$ cat src/rtl/writeback_stage_pkg.sv
// Shared encodings, register constants and the queue entry format for the writeback stage.
// The entry is resolved at acceptance so the queue never carries raw control fields.
package writeback_stage_pkg;

  typedef enum logic [1:0] {
    DST_RT  = 2'b00,
    DST_RD  = 2'b01,
    DST_RA  = 2'b10,
    DST_RSV = 2'b11
  } regdst_t;

  typedef enum logic [1:0] {
    SRC_ALU  = 2'b00,
    SRC_MEM  = 2'b01,
    SRC_LINK = 2'b10,
    SRC_RSV  = 2'b11
  } memtoreg_t;

  localparam logic [4:0]  REG_ZERO    = 5'd0;
  localparam logic [4:0]  REG_RA      = 5'd31;
  localparam logic [31:0] LINK_OFFSET = 32'd8;
  localparam int          ENTRY_W     = 38;

  typedef struct packed {
    logic        write;
    logic [4:0]  addr;
    logic [31:0] data;
  } wb_entry_t;

  // Reserved selector codes resolve to harmless values; their write flag is forced low anyway.
  function automatic wb_entry_t resolve_entry(
    input logic        regwrite,
    input logic [1:0]  regdst,
    input logic [1:0]  memtoreg,
    input logic [4:0]  rt,
    input logic [4:0]  rd,
    input logic [31:0] alu,
    input logic [31:0] mem,
    input logic [31:0] pc
  );
    wb_entry_t e;
    logic [4:0]  a;
    logic [31:0] d;
    case (regdst_t'(regdst))
      DST_RT:  a = rt;
      DST_RD:  a = rd;
      DST_RA:  a = REG_RA;
      default: a = REG_ZERO;
    endcase
    case (memtoreg_t'(memtoreg))
      SRC_ALU:  d = alu;
      SRC_MEM:  d = mem;
      SRC_LINK: d = pc + LINK_OFFSET;
      default:  d = alu;
    endcase
    e.addr  = a;
    e.data  = d;
    e.write = regwrite && (regdst != DST_RSV) && (memtoreg != SRC_RSV) && (a != REG_ZERO);
    return e;
  endfunction

endpackage

$ cat src/rtl/writeback_stage_wb_fifo.sv
// Circular queue of resolved writeback entries with wrapping pointers and an occupancy count.
// Push and pop are each ignored when the queue cannot honour them.
module wb_fifo #(
  parameter int DEPTH = 2,
  parameter int WIDTH = 38
) (
  input  logic             clk,
  input  logic             rst,
  input  logic             push,
  input  logic             pop,
  input  logic [WIDTH-1:0] wdata,
  output logic [WIDTH-1:0] rdata,
  output logic             full,
  output logic             empty
);

  localparam int AW = $clog2(DEPTH);
  localparam int CW = AW + 1;
  localparam logic [CW-1:0] DEPTH_C  = CW'(DEPTH);
  localparam logic [CW-1:0] CNT_ZERO = CW'(1'b0);
  localparam logic [CW-1:0] CNT_ONE  = CW'(1'b1);
  localparam logic [AW-1:0] PTR_ZERO = AW'(1'b0);
  localparam logic [AW-1:0] PTR_ONE  = AW'(1'b1);

  logic [WIDTH-1:0] mem_r [DEPTH];
  logic [AW-1:0]    wr_ptr_r;
  logic [AW-1:0]    rd_ptr_r;
  logic [CW-1:0]    count_r;
  logic             do_push_s;
  logic             do_pop_s;

  assign full      = (count_r == DEPTH_C);
  assign empty     = (count_r == CNT_ZERO);
  assign do_push_s = push && !full;
  assign do_pop_s  = pop && !empty;
  assign rdata     = mem_r[rd_ptr_r];

  // Pointers and occupancy; DEPTH is a power of two so pointer overflow is the wrap.
  always_ff @(posedge clk or posedge rst) begin
    if (rst) begin
      wr_ptr_r <= PTR_ZERO;
      rd_ptr_r <= PTR_ZERO;
      count_r  <= CNT_ZERO;
    end else begin
      if (do_push_s) begin
        wr_ptr_r <= wr_ptr_r + PTR_ONE;
      end
      if (do_pop_s) begin
        rd_ptr_r <= rd_ptr_r + PTR_ONE;
      end
      case ({do_push_s, do_pop_s})
        2'b10:   count_r <= count_r + CNT_ONE;
        2'b01:   count_r <= count_r - CNT_ONE;
        default: count_r <= count_r;
      endcase
    end
  end

  // Entry storage; contents are only meaningful below the occupancy count.
  always_ff @(posedge clk) begin
    if (do_push_s) begin
      mem_r[wr_ptr_r] <= wdata;
    end
  end

endmodule

$ cat src/rtl/writeback_stage.sv
// Writeback stage: resolves destination/data on acceptance, queues the result, and
// issues one registered register-file write per popped entry while counting retired writes.
module writeback_stage
  import writeback_stage_pkg::*;
#(
  parameter int DEPTH = 2,
  parameter int CNTW  = 16
) (
  input  logic            Clk,
  input  logic            Reset,
  input  logic            in_valid,
  output logic            in_ready,
  input  logic            in_regwrite,
  input  logic [1:0]      in_regdst,
  input  logic [1:0]      in_memtoreg,
  input  logic [4:0]      in_rt,
  input  logic [4:0]      in_rd,
  input  logic [31:0]     in_alu,
  input  logic [31:0]     in_mem,
  input  logic [31:0]     in_pc,
  input  logic            wb_hold,
  output logic [4:0]      WriteRegister,
  output logic [31:0]     WriteData,
  output logic            RegWrite,
  output logic [CNTW-1:0] retired
);

  localparam logic [CNTW-1:0] RET_ONE  = CNTW'(1'b1);
  localparam logic [CNTW-1:0] RET_ZERO = CNTW'(1'b0);

  wb_entry_t entry_s;
  wb_entry_t head_s;
  logic      full_s;
  logic      empty_s;
  logic      accept_s;
  logic      pop_s;

  assign entry_s  = resolve_entry(in_regwrite, in_regdst, in_memtoreg,
                                  in_rt, in_rd, in_alu, in_mem, in_pc);
  assign in_ready = !full_s;
  assign accept_s = in_valid && !full_s;
  assign pop_s    = !wb_hold && !empty_s;

  wb_fifo #(
    .DEPTH (DEPTH),
    .WIDTH (ENTRY_W)
  ) u_fifo (
    .clk   (Clk),
    .rst   (Reset),
    .push  (accept_s),
    .pop   (pop_s),
    .wdata (entry_s),
    .rdata (head_s),
    .full  (full_s),
    .empty (empty_s)
  );

  // Register-file write port: loaded on pop, write enable drops on any non-pop edge.
  always_ff @(posedge Clk or posedge Reset) begin
    if (Reset) begin
      WriteRegister <= 5'd0;
      WriteData     <= 32'd0;
      RegWrite      <= 1'b0;
      retired       <= RET_ZERO;
    end else if (pop_s) begin
      WriteRegister <= head_s.addr;
      WriteData     <= head_s.data;
      RegWrite      <= head_s.write;
      retired       <= head_s.write ? (retired + RET_ONE) : retired;
    end else begin
      RegWrite      <= 1'b0;
    end
  end

endmodule
$ cat config.mk
export PLATFORM = sky130hd
export DESIGN_NAME = writeback_stage
export DESIGN_NICKNAME = d
export VERILOG_FILES = /design/src/rtl/writeback_stage_pkg.sv /design/src/rtl/writeback_stage_wb_fifo.sv /design/src/rtl/writeback_stage.sv
export SDC_FILE = /design/constraint.sdc
export NUM_CORES = 1
export LEC_CHECK = 0
export CAP_MARGIN = 20
export CORE_MARGIN = 2
export CORE_UTILIZATION = 54
export CTS_BUF_LIST = sky130_fd_sc_hd__clkbuf_2 sky130_fd_sc_hd__clkbuf_4 sky130_fd_sc_hd__clkbuf_8
export CTS_CLUSTER_DIAMETER = 40
export DETAILED_ROUTE_END_ITERATION = 6
export PLACE_DENSITY = 0.88
export SETUP_SLACK_MARGIN = 0.1
export SKIP_CTS_REPAIR_TIMING = 1
export SLEW_MARGIN = 0
export SYNTH_ARGS = -nofsm -noshare
export SYNTH_HDL_FRONTEND = slang
export SYNTH_HIERARCHICAL = 1
export SYNTH_SLANG_ARGS = --single-unit
$ cat constraint.sdc
create_clock -name Clk -period 7.13 [get_ports Clk]
set_input_delay 1.0695 -clock Clk [delete_from_list [all_inputs] [get_ports Clk]]
set_output_delay 1.0695 -clock Clk [all_outputs]
set_load 0.01 [all_outputs]
==> flow_summary_export.csv, run 1 <==
group,metric,value,unit
timing,hold_viol_final,0,
critical_path,cp-startpoint,"in_memtoreg[0]",
timing,skew,0.0102,ns
synthesis,synth_cells,479,
floorplanning,dieHeight,112,microns
synthesis,yosysSeqAreaShare,0.588,
final_layout,drive_gt1_frac,0.190,
timing,slew_headroom,0.299,
job,drv_cap,0,
floorplanning,die_w,112,microns
synthesis,synth.distinct_cells,39,
final_layout,fin_cells,806,
routing,drt_iter0_markers,434,
final_layout,syn2layout_area_growth,35.1,%
global_route,grt-ovfl-total,0,
routing,dr.pass1.iters,6,
timing,drv_slew,0,
global_route,grt_pass1_vias,4901,
timing,rsz0062_at_grt,"false",
critical_path,cp.arrival,3.44,ns
critical_path,r2r_cells,6,
clocking,clk_path_buf_depth,2,
synthesis,synth_fp_nets,600,
clocking,htreeDepth,4,
clocking,clk_pin_slew_worst_paths,0.07,ns
timing,fin_ws,3.82,ns
synthesis,synth_top_area_frac,0.359,
floorplanning,dieArea,12600,sq um
synthesis,async_reset_ff_frac,0.433,
final_layout,final_util,0.748,
clocking,cts_root_buf,"clkbuf_8",
placed_design,gp_routability_congestion,0.879,
timing,fin_crit_sh,0.464,
critical_path,worstSetupPathType,"input port to flop",
final_layout,layout_commonest_cell,"clkdlybuf4s50_1",
timing,max_freq,0.302,GHz
floorplanning,num_rows,39,
clocking,cts_num_sinks,134,
floorplanning,core_area,11500,sq um
clocking,numCtsBuffers,17,
critical_path,start_kind,"input port",
synthesis,synth_flop_cell,"edfxtp_1",
critical_path,critPathMaxFanout,56,
global_route,grt_use_total,0.249,
routing,wl,15500,microns
hold_path,min_path_cells,1,
synthesis,synth_area,6350,sq um
clocking,clk_latency,0.43,ns
pwr,power.density,337,nW/um^2
placed_design,dp_cells,773,
critical_path,crit_required,7.26,ns
synthesis,synth_top_cell_by_area,"edfxtp_1",
placed_design,pre_cts_slack,3.42,ns
global_route,antenna_found_initial,0,
hold_path,hp-class,"flop to flop",
global_route,grt_pass1_wl,24200,microns
routing,postRouteAntennaNets,0,
timing,finalCriticalPeriod,3.31,ns
pwr,irDropWorstVdd,0.000280,V
routing,route.detailed.drc,0,
clocking,cts_tree,"done",
global_route,grt_max_degree,57,
timing,finalSetupViolCount,0,
hold_path,hold_start,"WriteData[13]",
synthesis,ys_top_cells_by_area,"edfxtp_1 (36%), dfrtp_1 (23%), mux2_2 (12%)",
placed_design,dp_hpwl,10900,microns
synthesis,synth-edff-count,76,
routing,wl_per_cell,19.3,microns
floorplanning,ios,170,
outcome,status,"finished, final reports clean",
synthesis,syn_avg_cell_area,13.3,sq um
final_layout,antenna_cells,0,
placed_design,port_buffers,169,
critical_path,endpoint_kind,"flop",
final_layout,layout_common_cells,"clkdlybuf4s50_1 (169), edfxtp_1 (76), mux2_2 (67)",
final_layout,fin_nets,771,
routing,via_per_inst,5.79,
critical_path,rr_startpoint,"u_fifo/rd_ptr_r",
routing,num_vias,4666,
synthesis,yosysWarnings,6,
floorplanning,start_util,0.554,
timing,setup-tns-final,0,ns
pwr,p_leak,3.26,nW
synthesis,ys_ff_latch,134,
timing,worstMarginPinSlew,1.05,ns
## kinds of logic after synthesis
family | count (synthesis) | synth area share
and+or+nand+nor | 120 | 0.0985
AOI/OAI and AO/OA | 60 | 0.0670
buffers and inverters | 35 | 0.0272
xor gates and xnor gates | 46 | 0.0634
adders and majority gates | 6 | 0.0118
muxes | 78 | 0.144
DFF | 134 | 0.588
## layer usage
layer | track usage | share of wire | vias up
met5 | 0 | 0 | -
met4 | 0.126 | 0.032 | 0
met3 | 0.0578 | 0.075 | 39
met2 | 0.423 | 0.51 | 260
met1 | 0.297 | 0.38 | 2255
li1 | - | - | 2112
## worst max-delay path, cell delays in order
cell and delay (ns):
clkdlybuf4s50_1 0.51, inv_1 0.07, ha_2 0.31, buf_4 0.47, nand2b_1 0.70, o221ai_1 0.29
## power breakdown
part,internal (mW),switching [mW],total [mW]
Combinational,0.589,0.401,0.990
Sequential,1.10,0.167,1.27
Clock,0.356,0.276,0.632
## worst paths after layout
kind / to / slack (ns)
worst max-delay path: u_fifo/mem_r[0][19] / 3.82
worst min-delay path: WriteData[13] / 0.51
worst max register to register: retired[15] / 4.40
worst min register to register: WriteData[13] / 0.51
max in group asynchronous: WriteData[8] / 5.44
min in group asynchronous: u_fifo/count_r[0] / 0.87
## layout make-up
| type | count | area (sq um) |
|---|---|---|
| clock buffer | 20 | 263 |
| clock inverter | 12 | 134 |
| fill | 713 | 2890 |
| inverter | 13 | 48.8 |
| multi-input combinational | 310 | 2460 |
| sequential | 134 | 3730 |
| tap | 143 | 179 |
| timing repair buffer | 174 | 1750 |
## cells in the mapped netlist (2+ instances only)
| library cell | n |
|---|---|
| o21ai_0 | 17 |
| a22oi_1 | 16 |
| nand4_1 | 12 |
| nor3_1 | 3 |
| nor2b_1 | 5 |
| buf_1 | 3 |
| buf_6 | 2 |
| clkbuf_1 | 10 |
| dfrtp_1 | 58 |
| xor2_1 | 26 |
| inv_1 | 13 |
| edfxtp_1 | 76 |
| o221ai_1 | 6 |
| mux2_4 | 10 |
| and2_1 | 3 |
| and4_1 | 5 |
| o21ai_1 | 6 |
| o221ai_2 | 3 |
| a21oi_1 | 5 |
| mux2_2 | 67 |
| a221oi_1 | 5 |
| buf_4 | 3 |
| xnor2_1 | 20 |
| and3_1 | 10 |
| nor2_1 | 15 |
| buf_2 | 3 |
| nand2b_1 | 5 |
| nand2_1 | 44 |
| nand3_1 | 13 |
| ha_1 | 6 |
## per-stage QoR
stage | hold WS (ns) | power [mW] | area (sq um)
floorplan | 0.460 | 1.79 | 6350
global placement | 0.457 | 2.22 | 8140
detailed placement | 0.486 | 2.26 | 8160
CTS | 0.499 | 2.90 | 8560
global route | 0.522 | 3.03 | 8580
finish | 0.507 | 2.89 | 8580
## flip-flops by register name, indices dropped and copies added (netlist names)
signal           count
u_fifo/mem_r        76
u_fifo/rd_ptr_r      1
WriteData           32
retired             16
u_fifo/count_r       2
WriteRegister        5
RegWrite             1
u_fifo/wr_ptr_r      1
Power figures use the tool's default switching activity.
==> inputs of run 2 (changes only) <==
CORE_UTILIZATION = 50   (was 54)
PLACE_DENSITY = 0.82   (was 0.88)
clock period = 3.05 ns   (was 7.13 ns; I/O delays follow)
==> run 2 against run 1 <==
Net effect:
- global-route usage shrank 1.0 points
- clock skew decreased by 0.0011 ns
- first-iteration DRC count is 31% lower
- sequential power up 120%
- total power is 130% higher
- non-clock buffer count rose by 4
- critical path depth unchanged
- combinational power rose by 140%
- core utilization shrank 5.7 points
- flip-flop and latch count stayed put
==> flow_summary_export.csv, run 2 (synthesis results as in run 1) <==
group,metric,value,unit
clocking,clk_latency,0.44,ns
final_layout,layout_common_cells,"clkdlybuf4s50_1 (169), edfxtp_1 (76), mux2_2 (67)",
critical_path,start_kind,"input port",
global_route,top_usage_layer,"met2",
floorplanning,dieArea,13600,sq um
final_layout,top_regs,"u_fifo/mem_r: 76 flops, WriteData: 32 flops, retired: 16 flops",
final_layout,syn2layout_area_growth,36.2,%
routing,dr.pass1.iters,4,
pwr,finalPower,6.78,mW
global_route,grt_use_met3,0.0540,
critical_path,r2r_slack,1.10,ns
floorplanning,core_area,12500,sq um
routing,wl,15300,microns
timing,setup-tns-final,0,ns
global_route,grt_pass1_wl,24200,microns
floorplanning,die_w,117,microns
routing,num_vias,4593,
critical_path,r2r_cells,6,
timing,rsz0062_at_grt,"false",
timing,slew_headroom,0.429,
global_route,antenna_found_initial,0,
global_route,grt_use_met1,0.293,
pwr,clkPwrFrac,0.225,
critical_path,cp.arrival,2.61,ns
global_route,grtUsageMet2,0.405,
timing,skew,0.00909,ns
pwr,p_leak,3.28,nW
final_layout,final_util,0.691,
pwr,combPwrFrac,0.356,
timing,max_freq,0.408,GHz
clocking,cts_tree,"done",
placed_design,gp_routability_congestion,0.855,
timing,finalSetupViolCount,0,
floorplanning,dieHeight,117,microns
hold_path,hp-class,"input port to asynchronous set/reset pin",
global_route,grt_use_total,0.238,
pwr,power_frac_seq,0.419,
global_route,grt-ovfl-total,0,
final_layout,antenna_cells,0,
critical_path,endpoint_kind,"flop",
floorplanning,ios,170,
routing,postRouteAntennaNets,0,
pwr,power.density,784,nW/um^2
clocking,htreeDepth,4,
timing,worstMarginPinSlew,0.855,ns
timing,finalCriticalPeriod,2.45,ns
pwr,irDropWorstVdd,0.000447,V
placed_design,port_buffers,169,
pwr,sw_frac_of_total,0.295,
critical_path,rr_endpoint,"u_fifo/count_r[1]",
pwr,p_sw,2.00,mW
global_route,grt_max_degree,55,
routing,drt_iter0_markers,298,
clocking,clk_pin_slew_worst_paths,0.08,ns
job,drv_cap,0,
critical_path,worstSetupPathType,"input port to flop",
floorplanning,num_rows,41,
routing,via_per_inst,5.47,
routing,route.detailed.drc,0,
timing,fin_crit_sh,0.803,
timing,hold_viol_final,0,
outcome,status,"finished, final reports clean",
final_layout,largest_reg_flops,76,
timing,drv_slew,0,
global_route,grt_pass1_vias,4795,
clocking,clk_path_buf_depth,2,
critical_path,rr_startpoint,"u_fifo/count_r[0]",
final_layout,fin_nets,775,
placed_design,dp_hpwl,10900,microns
pwr,p_int,4.78,mW
routing,wl_per_cell,18.2,microns
critical_path,crit_required,3.21,ns
critical_path,critPathMaxFanout,11,
final_layout,drive_gt1_frac,0.196,
final_layout,layout_commonest_cell,"clkdlybuf4s50_1",
clocking,cts_root_buf,"clkbuf_8",
clocking,numCtsBuffers,17,
final_layout,top_register,"u_fifo/mem_r",
floorplanning,start_util,0.507,
clocking,cts_num_sinks,134,
final_layout,fillCellCount,927,
## run 2: changes by cell type in the layout (fill, tap and decap cells not counted), sizes merged
cell,previous run,this run
buf,5,9
clkinvlp,1,2
inv,13,14
clkinv,8,6
## run 2: worst max-delay path by stage
stage                       from                   to  slack, ns  cells past startpoint
4_1_cts                in_pc[11]  u_fifo/mem_r[0][28]       0.74                      6
3_5_place_dp           in_pc[11]  u_fifo/mem_r[0][28]       0.26                      6
2_1_floorplan  u_fifo/count_r[0]   u_fifo/mem_r[0][0]       0.21                      5
3_3_place_gp           in_pc[11]  u_fifo/mem_r[0][28]       0.33                      6
6_report               in_pc[11]  u_fifo/mem_r[0][28]       0.60                      6
5_1_grt                in_pc[11]  u_fifo/mem_r[0][28]       0.58                      6
## run 2: metrics by stage
stage               cells  hold slack (ns)  setup slack (ns)  cell area [sq um]
CTS                   839            0.225             0.740               8650
finish                839            0.251             0.600               8650
global route          839            0.249             0.577               8650
global placement      807            0.456             0.326               8230
floorplan             479            0.224             0.205               6350
detailed placement    807            0.457             0.263               8230
## run 2: worst max-delay path: stages
cell and delay [ns]:
clkdlybuf4s50_1 0.57, and4_1 0.37, and4_4 0.36, nand4_1 0.15, mux2i_1 0.16, a221oi_1 0.53
## run 2: area by class of cell
| type | instances | area (sq um) | share of cell area |
|---|---|---|---|
| tap | 172 | 215 | 0.0249 |
| inverter | 13 | 48.8 | 0.00564 |
| sequential | 134 | 3730 | 0.432 |
| multi-input combinational | 310 | 2460 | 0.285 |
| clock buffer | 20 | 263 | 0.0304 |
| clock inverter | 12 | 153 | 0.0177 |
| timing repair buffer | 178 | 1770 | 0.205 |
## run 2: power by group through the flow
stage               logic, mW  clock network (mW)  registers [mW]
floorplan                1.22                   0            2.96
global route             2.60                1.63            2.91
CTS                      2.44                1.55            2.85
detailed placement       2.43                   0            2.88
finish                   2.41                1.53            2.84
global placement         2.38                   0            2.85
## run 2: layer usage
metal | up-vias | share of wire
li1 | 2112 | -
met3 | 24 | 0.062
met2 | 197 | 0.50
met5 | - | 0
met1 | 2260 | 0.42
met4 | 0 | 0.020
